### config.mk
export PLATFORM = sky130hd
export DESIGN_NAME = wb_scoreboard_flat
export DESIGN_NICKNAME = d
export VERILOG_FILES = /design/src/rtl/wb_scoreboard_if.sv /design/src/rtl/wb_scoreboard.sv /design/src/flat_wrapper.sv
export SDC_FILE = /design/constraint.sdc
export NUM_CORES = 1
export LEC_CHECK = 0
export CAP_MARGIN = 10
export CORE_MARGIN = 3
export CORE_UTILIZATION = 55
export DETAILED_ROUTE_END_ITERATION = 10
export GPL_TIMING_DRIVEN = 0
export HOLD_SLACK_MARGIN = 0.06
export PLACE_DENSITY = 0.75
export SETUP_SLACK_MARGIN = 0.2
export SLEW_MARGIN = 20
export SYNTH_ARGS = -nofsm -noshare
export SYNTH_HDL_FRONTEND = slang
export SYNTH_SLANG_ARGS = --single-unit
### constraint.sdc
create_clock -name clk -period 8.6 [get_ports clk]
set_clock_uncertainty 0.1 [all_clocks]
set_input_delay 2.15 -clock clk [delete_from_list [all_inputs] [get_ports clk]]
set_output_delay 2.15 -clock clk [all_outputs]
set_load 0.03 [all_outputs]
### src/rtl/wb_scoreboard_if.sv
// Issue/writeback bundle between the decode stage and the writeback scoreboard.
// The master side presents instructions; the slave side answers with hazard and writeback state.
interface wb_scoreboard_if #(
  parameter int NUM_FU = 5,
  parameter int FU_W   = $clog2(NUM_FU)
);
  logic              issue_valid;
  logic [FU_W-1:0]   issue_fu;
  logic [4:0]        issue_rd;
  logic [4:0]        issue_rs1;
  logic [4:0]        issue_rs2;
  logic              issue_rd_used;
  logic              issue_rs1_used;
  logic              issue_rs2_used;
  logic              flush;
  logic              issue_ready;
  logic              issue_fire;
  logic [NUM_FU-1:0] fu_busy;
  logic [31:0]       pending;
  logic              wb_valid;
  logic [FU_W-1:0]   wb_fu;
  logic [4:0]        wb_rd;

  modport master (
    output issue_valid, issue_fu, issue_rd, issue_rs1, issue_rs2,
           issue_rd_used, issue_rs1_used, issue_rs2_used, flush,
    input  issue_ready, issue_fire, fu_busy, pending, wb_valid, wb_fu, wb_rd
  );

  modport slave (
    input  issue_valid, issue_fu, issue_rd, issue_rs1, issue_rs2,
           issue_rd_used, issue_rs1_used, issue_rs2_used, flush,
    output issue_ready, issue_fire, fu_busy, pending, wb_valid, wb_fu, wb_rd
  );
endinterface

### src/rtl/wb_scoreboard.sv
// In-order issue scoreboard: RAW/WAW/FU-busy/writeback-port gating with an
// exact-cycle writeback slot shift register driving the single register-file write port.
module wb_scoreboard #(
  parameter int                    NUM_FU       = 5,
  parameter int                    FU_W         = $clog2(NUM_FU),
  parameter int                    LAT_W        = 5,
  parameter logic [NUM_FU*LAT_W-1:0] FU_LAT     = {5'd2, 5'd24, 5'd7, 5'd2, 5'd1},
  parameter logic [NUM_FU-1:0]     FU_PIPELINED = 5'b00101,
  parameter int                    SLOT_DEPTH   = 32
) (
  input logic            clk,
  input logic            rst,
  wb_scoreboard_if.slave sb
);

  logic [LAT_W-1:0]      lat_tab      [NUM_FU];
  logic [LAT_W-1:0]      busy_cnt_reg [NUM_FU];
  logic [SLOT_DEPTH-1:0] slot_v_reg, slot_v_next;
  logic [FU_W-1:0]       slot_fu_reg  [SLOT_DEPTH];
  logic [FU_W-1:0]       slot_fu_next [SLOT_DEPTH];
  logic [4:0]            slot_rd_reg  [SLOT_DEPTH];
  logic [4:0]            slot_rd_next [SLOT_DEPTH];
  logic [31:0]           pending_reg, pending_next;
  logic [LAT_W-1:0]      issue_lat;
  logic                  fu_ok, sel_busy, port_hit, raw_hit, waw_hit;
  logic                  ready_c, fire_c;

  generate
    for (genvar gi = 0; gi < NUM_FU; gi++) begin : g_fu
      assign lat_tab[gi]    = FU_LAT[gi*LAT_W +: LAT_W];
      assign sb.fu_busy[gi] = (busy_cnt_reg[gi] != '0);

      // Pipelined units are never loaded, so their counter stays at zero.
      always_ff @(posedge clk or negedge rst) begin
        if (!rst) begin
          busy_cnt_reg[gi] <= '0;
        end else if (fire_c && (sb.issue_fu == FU_W'(gi)) && !FU_PIPELINED[gi]) begin
          busy_cnt_reg[gi] <= lat_tab[gi] - LAT_W'(1);
        end else if (busy_cnt_reg[gi] != '0) begin
          busy_cnt_reg[gi] <= busy_cnt_reg[gi] - LAT_W'(1);
        end
      end
    end
  endgenerate

  always_comb begin
    fu_ok     = ({1'b0, sb.issue_fu} < (FU_W+1)'(NUM_FU));
    issue_lat = '0;
    sel_busy  = 1'b0;
    for (int i = 0; i < NUM_FU; i++) begin
      if (sb.issue_fu == FU_W'(i)) begin
        issue_lat = lat_tab[i];
        sel_busy  = (busy_cnt_reg[i] != '0);
      end
    end
    // Slot L would shift into L-1 this edge; index SLOT_DEPTH is beyond the array and always empty.
    port_hit = 1'b0;
    for (int k = 1; k < SLOT_DEPTH; k++) begin
      if (int'(issue_lat) == k) port_hit = slot_v_reg[k];
    end
    raw_hit = (sb.issue_rs1_used & pending_reg[sb.issue_rs1]) |
              (sb.issue_rs2_used & pending_reg[sb.issue_rs2]);
    waw_hit = sb.issue_rd_used & pending_reg[sb.issue_rd];
    ready_c = fu_ok & ~sel_busy & ~port_hit & ~raw_hit & ~waw_hit;
    fire_c  = sb.issue_valid & ready_c & ~sb.flush;
  end

  always_comb begin
    for (int k = 0; k < SLOT_DEPTH - 1; k++) begin
      slot_v_next[k]  = slot_v_reg[k+1];
      slot_fu_next[k] = slot_fu_reg[k+1];
      slot_rd_next[k] = slot_rd_reg[k+1];
    end
    slot_v_next[SLOT_DEPTH-1]  = 1'b0;
    slot_fu_next[SLOT_DEPTH-1] = '0;
    slot_rd_next[SLOT_DEPTH-1] = '0;
    // Ops without a destination still take a slot so their completion is reported.
    if (fire_c) begin
      for (int k = 0; k < SLOT_DEPTH; k++) begin
        if (int'(issue_lat) - 1 == k) begin
          slot_v_next[k]  = 1'b1;
          slot_fu_next[k] = sb.issue_fu;
          slot_rd_next[k] = sb.issue_rd_used ? sb.issue_rd : 5'd0;
        end
      end
    end
  end

  always_comb begin
    pending_next = pending_reg;
    if (slot_v_reg[0]) pending_next[slot_rd_reg[0]] = 1'b0;
    if (fire_c && sb.issue_rd_used && (sb.issue_rd != 5'd0)) pending_next[sb.issue_rd] = 1'b1;
    pending_next[0] = 1'b0;
  end

  always_ff @(posedge clk or negedge rst) begin
    if (!rst) begin
      slot_v_reg  <= '0;
      pending_reg <= '0;
      for (int k = 0; k < SLOT_DEPTH; k++) begin
        slot_fu_reg[k] <= '0;
        slot_rd_reg[k] <= '0;
      end
    end else begin
      slot_v_reg  <= slot_v_next;
      pending_reg <= pending_next;
      for (int k = 0; k < SLOT_DEPTH; k++) begin
        slot_fu_reg[k] <= slot_fu_next[k];
        slot_rd_reg[k] <= slot_rd_next[k];
      end
    end
  end

  assign sb.issue_ready = ready_c;
  assign sb.issue_fire  = fire_c;
  assign sb.pending     = pending_reg;
  assign sb.wb_valid    = slot_v_reg[0];
  assign sb.wb_fu       = slot_fu_reg[0];
  assign sb.wb_rd       = slot_rd_reg[0];

endmodule
### src/flat_wrapper.sv
// flat-port wrapper written by rule: the top's interface ports become plain ports
module wb_scoreboard_flat 
#(
  parameter int                    NUM_FU       = 5,
  parameter int                    FU_W         = $clog2(NUM_FU),
  parameter int                    LAT_W        = 5,
  parameter logic [NUM_FU*LAT_W-1:0] FU_LAT     = {5'd2, 5'd24, 5'd7, 5'd2, 5'd1},
  parameter logic [NUM_FU-1:0]     FU_PIPELINED = 5'b00101,
  parameter int                    SLOT_DEPTH   = 32
)
  (clk, rst, sb_issue_valid, sb_issue_fu, sb_issue_rd, sb_issue_rs1, sb_issue_rs2, sb_issue_rd_used, sb_issue_rs1_used, sb_issue_rs2_used, sb_flush, sb_issue_ready, sb_issue_fire, sb_fu_busy, sb_pending, sb_wb_valid, sb_wb_fu, sb_wb_rd);
  wb_scoreboard_if #(.NUM_FU(NUM_FU), .FU_W(FU_W)) sb_i ();
  input logic clk;
  input logic rst;
  input wire logic [$bits(sb_i.issue_valid)-1:0] sb_issue_valid;
  input wire logic [$bits(sb_i.issue_fu)-1:0] sb_issue_fu;
  input wire logic [$bits(sb_i.issue_rd)-1:0] sb_issue_rd;
  input wire logic [$bits(sb_i.issue_rs1)-1:0] sb_issue_rs1;
  input wire logic [$bits(sb_i.issue_rs2)-1:0] sb_issue_rs2;
  input wire logic [$bits(sb_i.issue_rd_used)-1:0] sb_issue_rd_used;
  input wire logic [$bits(sb_i.issue_rs1_used)-1:0] sb_issue_rs1_used;
  input wire logic [$bits(sb_i.issue_rs2_used)-1:0] sb_issue_rs2_used;
  input wire logic [$bits(sb_i.flush)-1:0] sb_flush;
  output wire logic [$bits(sb_i.issue_ready)-1:0] sb_issue_ready;
  output wire logic [$bits(sb_i.issue_fire)-1:0] sb_issue_fire;
  output wire logic [$bits(sb_i.fu_busy)-1:0] sb_fu_busy;
  output wire logic [$bits(sb_i.pending)-1:0] sb_pending;
  output wire logic [$bits(sb_i.wb_valid)-1:0] sb_wb_valid;
  output wire logic [$bits(sb_i.wb_fu)-1:0] sb_wb_fu;
  output wire logic [$bits(sb_i.wb_rd)-1:0] sb_wb_rd;
  assign sb_i.issue_valid = sb_issue_valid;
  assign sb_i.issue_fu = sb_issue_fu;
  assign sb_i.issue_rd = sb_issue_rd;
  assign sb_i.issue_rs1 = sb_issue_rs1;
  assign sb_i.issue_rs2 = sb_issue_rs2;
  assign sb_i.issue_rd_used = sb_issue_rd_used;
  assign sb_i.issue_rs1_used = sb_issue_rs1_used;
  assign sb_i.issue_rs2_used = sb_issue_rs2_used;
  assign sb_i.flush = sb_flush;
  assign sb_issue_ready = sb_i.issue_ready;
  assign sb_issue_fire = sb_i.issue_fire;
  assign sb_fu_busy = sb_i.fu_busy;
  assign sb_pending = sb_i.pending;
  assign sb_wb_valid = sb_i.wb_valid;
  assign sb_wb_fu = sb_i.wb_fu;
  assign sb_wb_rd = sb_i.wb_rd;
  wb_scoreboard #(.NUM_FU(NUM_FU), .FU_W(FU_W), .LAT_W(LAT_W), .FU_LAT(FU_LAT), .FU_PIPELINED(FU_PIPELINED), .SLOT_DEPTH(SLOT_DEPTH)) u_core (.clk(clk), .rst(rst), .sb(sb_i));
endmodule
==> impl_metrics.tcl, run 1 <==
set metrics [dict create \
    outcome "finished clean" \
    ctsResizeCount 0 \
    ys_warn_count 0 \
    peakVddDrop_mv 0.1828 \
    htreeDepth 2 \
    busiest_layer "met2" \
    io_pins 73 \
    cts_tree "done" \
    hpwl_mm 14.39 \
    grt.met1_usage_pct 26.41 \
    synth.distinct_cells 61 \
    syn_inst 975 \
    yosysSeqAreaShare_pct 70.00 \
    final_area_um2 14610 \
    drtIter0Drc 449 \
    grt_antenna_before_repair 0 \
    pre_cts_ws_ps 607.5 \
    n_antenna_cell 0 \
    fillers 1598 \
    min_period_ps 8068 \
    syn_area_um2 12300 \
    postCtsSetupRepairBufs 0 \
    clock_sinks 344 \
    worst_slew_pin_slew_ps 690.9 \
    core_um2 21890 \
    hold_ws_ps 320.3 \
    routedWlPerCell_um 16.62 \
    ys_async_sr_fraction_pct 100.0 \
    p_leak_uw 0.006236 \
    placed_cells 1331 \
    clk_pin_slew_ps 60 \
    rsz0062_at_grt "no" \
    finalHoldViolCount 0 \
    startpoint_type "primary input" \
    hold_buffers 0 \
    slew_headroom_pct 53.69 \
    grt_max_degree 108 \
    end_kind "output port" \
    layout_setup_ws_ps 531.9 \
    cts_max_path_buffers 3 \
    placed_area_um2 13410 \
    numPortBuffers 64 \
    synth_edf_count 0 \
    hold_class "reg2reg" \
    overflow 0 \
    met3_usage_pct 4.244 \
    crit_type "in2out" \
    vias 7020 \
    worstPathRequired_ps 6350 \
    power_density_nw_per_um2 261.7 \
    worstPathArrival_ps 5820 \
    setup_viol 0 \
    cts_root_buf "clkbuf_16" \
    floorplan.initialDensity_pct 56.18 \
    fin_cells 1393 \
    vias_per_cell 5.039 \
    fmax_mhz 123.9 \
    p_total_uw 3824 \
    maxCapViolations 0 \
    grt_use_met2_pct 33.57 \
    die_w_um 155.5 \
    synth_seq_cells 344 \
    syn2layout_area_growth_pct 18.79 \
    nNetsFinal 1118 \
    gp_congestion 0.8679 \
    die-area_um2 24190 \
    grt_pass1_wl_mm 38.11 \
    cts_buffers 35 \
    final_antenna_net_count 0 \
    grt_pass1_vias 7539 \
    grt_use_total_pct 19.98 \
    drc 0 \
    drive_gt1_share_pct 11.86 \
    ys.flop_type "dfrtp_1" \
    avgSynthCellArea_um2 12.61 \
    worst_skew_pair.late_latency_ps 520 \
    firstDrtPassIters 5 \
    die_h_um 155.5 \
    wirelength_mm 23.16 \
    crit_fanout 10 \
    period_share_pct 93.81 \
    slew_violations 0 \
    largest_reg_flops 155 \
    core.rowCount 54 \
]
## worst paths after layout
kind | start | end | slack [ps] | depth (start not counted)
max | sb_issue_rd[1] | sb_issue_fire | 530 | 11
min | u_core.slot_rd_reg[2] | u_core.slot_rd_reg[7] | 320 | 1
max reg2reg | u_core.busy_cnt_reg[20] | u_core.sb.wb_rd[4] | 5250 | 9
min reg2reg | u_core.slot_rd_reg[2] | u_core.slot_rd_reg[7] | 320 | 1
max in group asynchronous | rst | u_core.busy_cnt_reg[18] | 6090 | 2
min in group asynchronous | rst | u_core.slot_fu_reg[6] | 1460 | 1
## logic make-up (layout without fill, tap and decap cells)
| kind of cell | Yosys count | after routing | share of synthesized area [%] |
|---|---|---|---|
| DFF | 344 | 344 | 70.00 |
| buffers and inverters | 295 | 424 | 9.462 |
| and+or+nand+nor | 147 | 147 | 6.837 |
| AOI/OAI and AO/OA | 113 | 113 | 6.471 |
| muxes | 58 | 58 | 5.840 |
| xor gates and xnor gates | 12 | 12 | 0.8546 |
| adders and majority gates | 5 | 5 | 0.5087 |
| other | 1 | 10 | 0.03049 |
## metrics by stage
stage | util, % | setup TNS (ps)
2_1_floorplan | - | 0
3_3_place_gp | 60.86 | -2970830
3_5_place_dp | 61.26 | 0
4_1_cts | 66.74 | 0
5_1_grt | 66.74 | 0
6_report | 66.74 | 0
## cells in the mapped netlist, types with 12 or more instances
cell type | number | area, µm²
dfrtp_1 | 344 | 8608
mux2_2 | 20 | 225.2
mux2i_1 | 26 | 260.3
nand2_1 | 26 | 97.59
o21ai_0 | 44 | 220.2
inv_1 | 21 | 78.83
nand2b_1 | 19 | 118.9
clkbuf_1 | 253 | 949.7
and2_1 | 12 | 75.07
nor2_1 | 23 | 86.33
o31ai_1 | 32 | 240.2
nand3_1 | 13 | 65.06
## where the power goes
group          total, µW  switching [µW]  internal (µW)  leakage [µW]
clock               1550             615            930      0.000584
sequential          1830            82.8           1740       0.00400
combinational        453             256            197       0.00165
## cell type report
class,count,area (µm²),area share [%]
inverter,21,78.83,0.5396
tap,280,350.3,2.398
buffer,274,1085,7.425
clock inverter,18,227.7,1.559
sequential,344,8608,58.92
timing repair buffer,67,728.2,4.985
clock buffer,44,970.9,6.646
multi-input combinational,345,2560,17.52
## layout by cell type (no fill, tap or decap), drive strengths merged, types with 4 or more instances in the layout
cell | synthesis | final
clkinv | 0 | 9
xnor2 | 11 | 11
and2 | 12 | 12
nand3 | 13 | 13
or2 | 6 | 6
nand2 | 26 | 26
conb | 1 | 10
a21oi | 6 | 6
mux2i | 26 | 26
mux2 | 25 | 25
clkbuf | 253 | 297
nand3b | 10 | 10
nor2b | 11 | 11
o21ai | 44 | 44
clkdlybuf4s50 | 0 | 63
ha | 5 | 5
buf | 21 | 25
or3b | 5 | 5
mux4 | 7 | 7
o31ai | 32 | 32
nor3 | 10 | 10
inv | 21 | 23
nor2 | 23 | 23
bufinv | 0 | 4
nand2b | 19 | 19
dfrtp | 344 | 344
## metal layers
layer	part of all wire, %	vias up
li1	-	3214
met1	42	3541
met2	49	214
met3	6.5	51
met4	2.6	0
met5	0	-
## critical path: stages
cell and delay (ps):
clkdlybuf4s50_1 500, buf_2 300, buf_2 290, mux2i_1 280
o221ai_1 150, a222oi_1 460, a31o_2 310, o2111ai_4 220
clkbuf_1 310, nor2_1 160, clkdlybuf4s50_1 680
No activity file was read; power rests on OpenSTA's default activity.
==> run 2: changes to the inputs <==
==> constraint.sdc (replaced) <==
create_clock -name clk -period 9.5 [get_ports clk]
set_clock_uncertainty 0.1 [all_clocks]
set_input_delay 2.375 -clock clk [delete_from_list [all_inputs] [get_ports clk]]
set_output_delay 2.375 -clock clk [all_outputs]
set_load 0.03 [all_outputs]
==> results of run 2 <==
Same layout as run 1 (identical final DEF). Status: finished clean.
Main changes from that run: setup slack after placement 607.5 ps -> 1057 ps; setup slack after layout 531.9 ps -> 981.9 ps; register-to-register setup slack 5250 ps -> 6150 ps; total power 3824 µW -> 3462 µW; worst IR drop on VDD 0.1828 mV -> 0.1655 mV
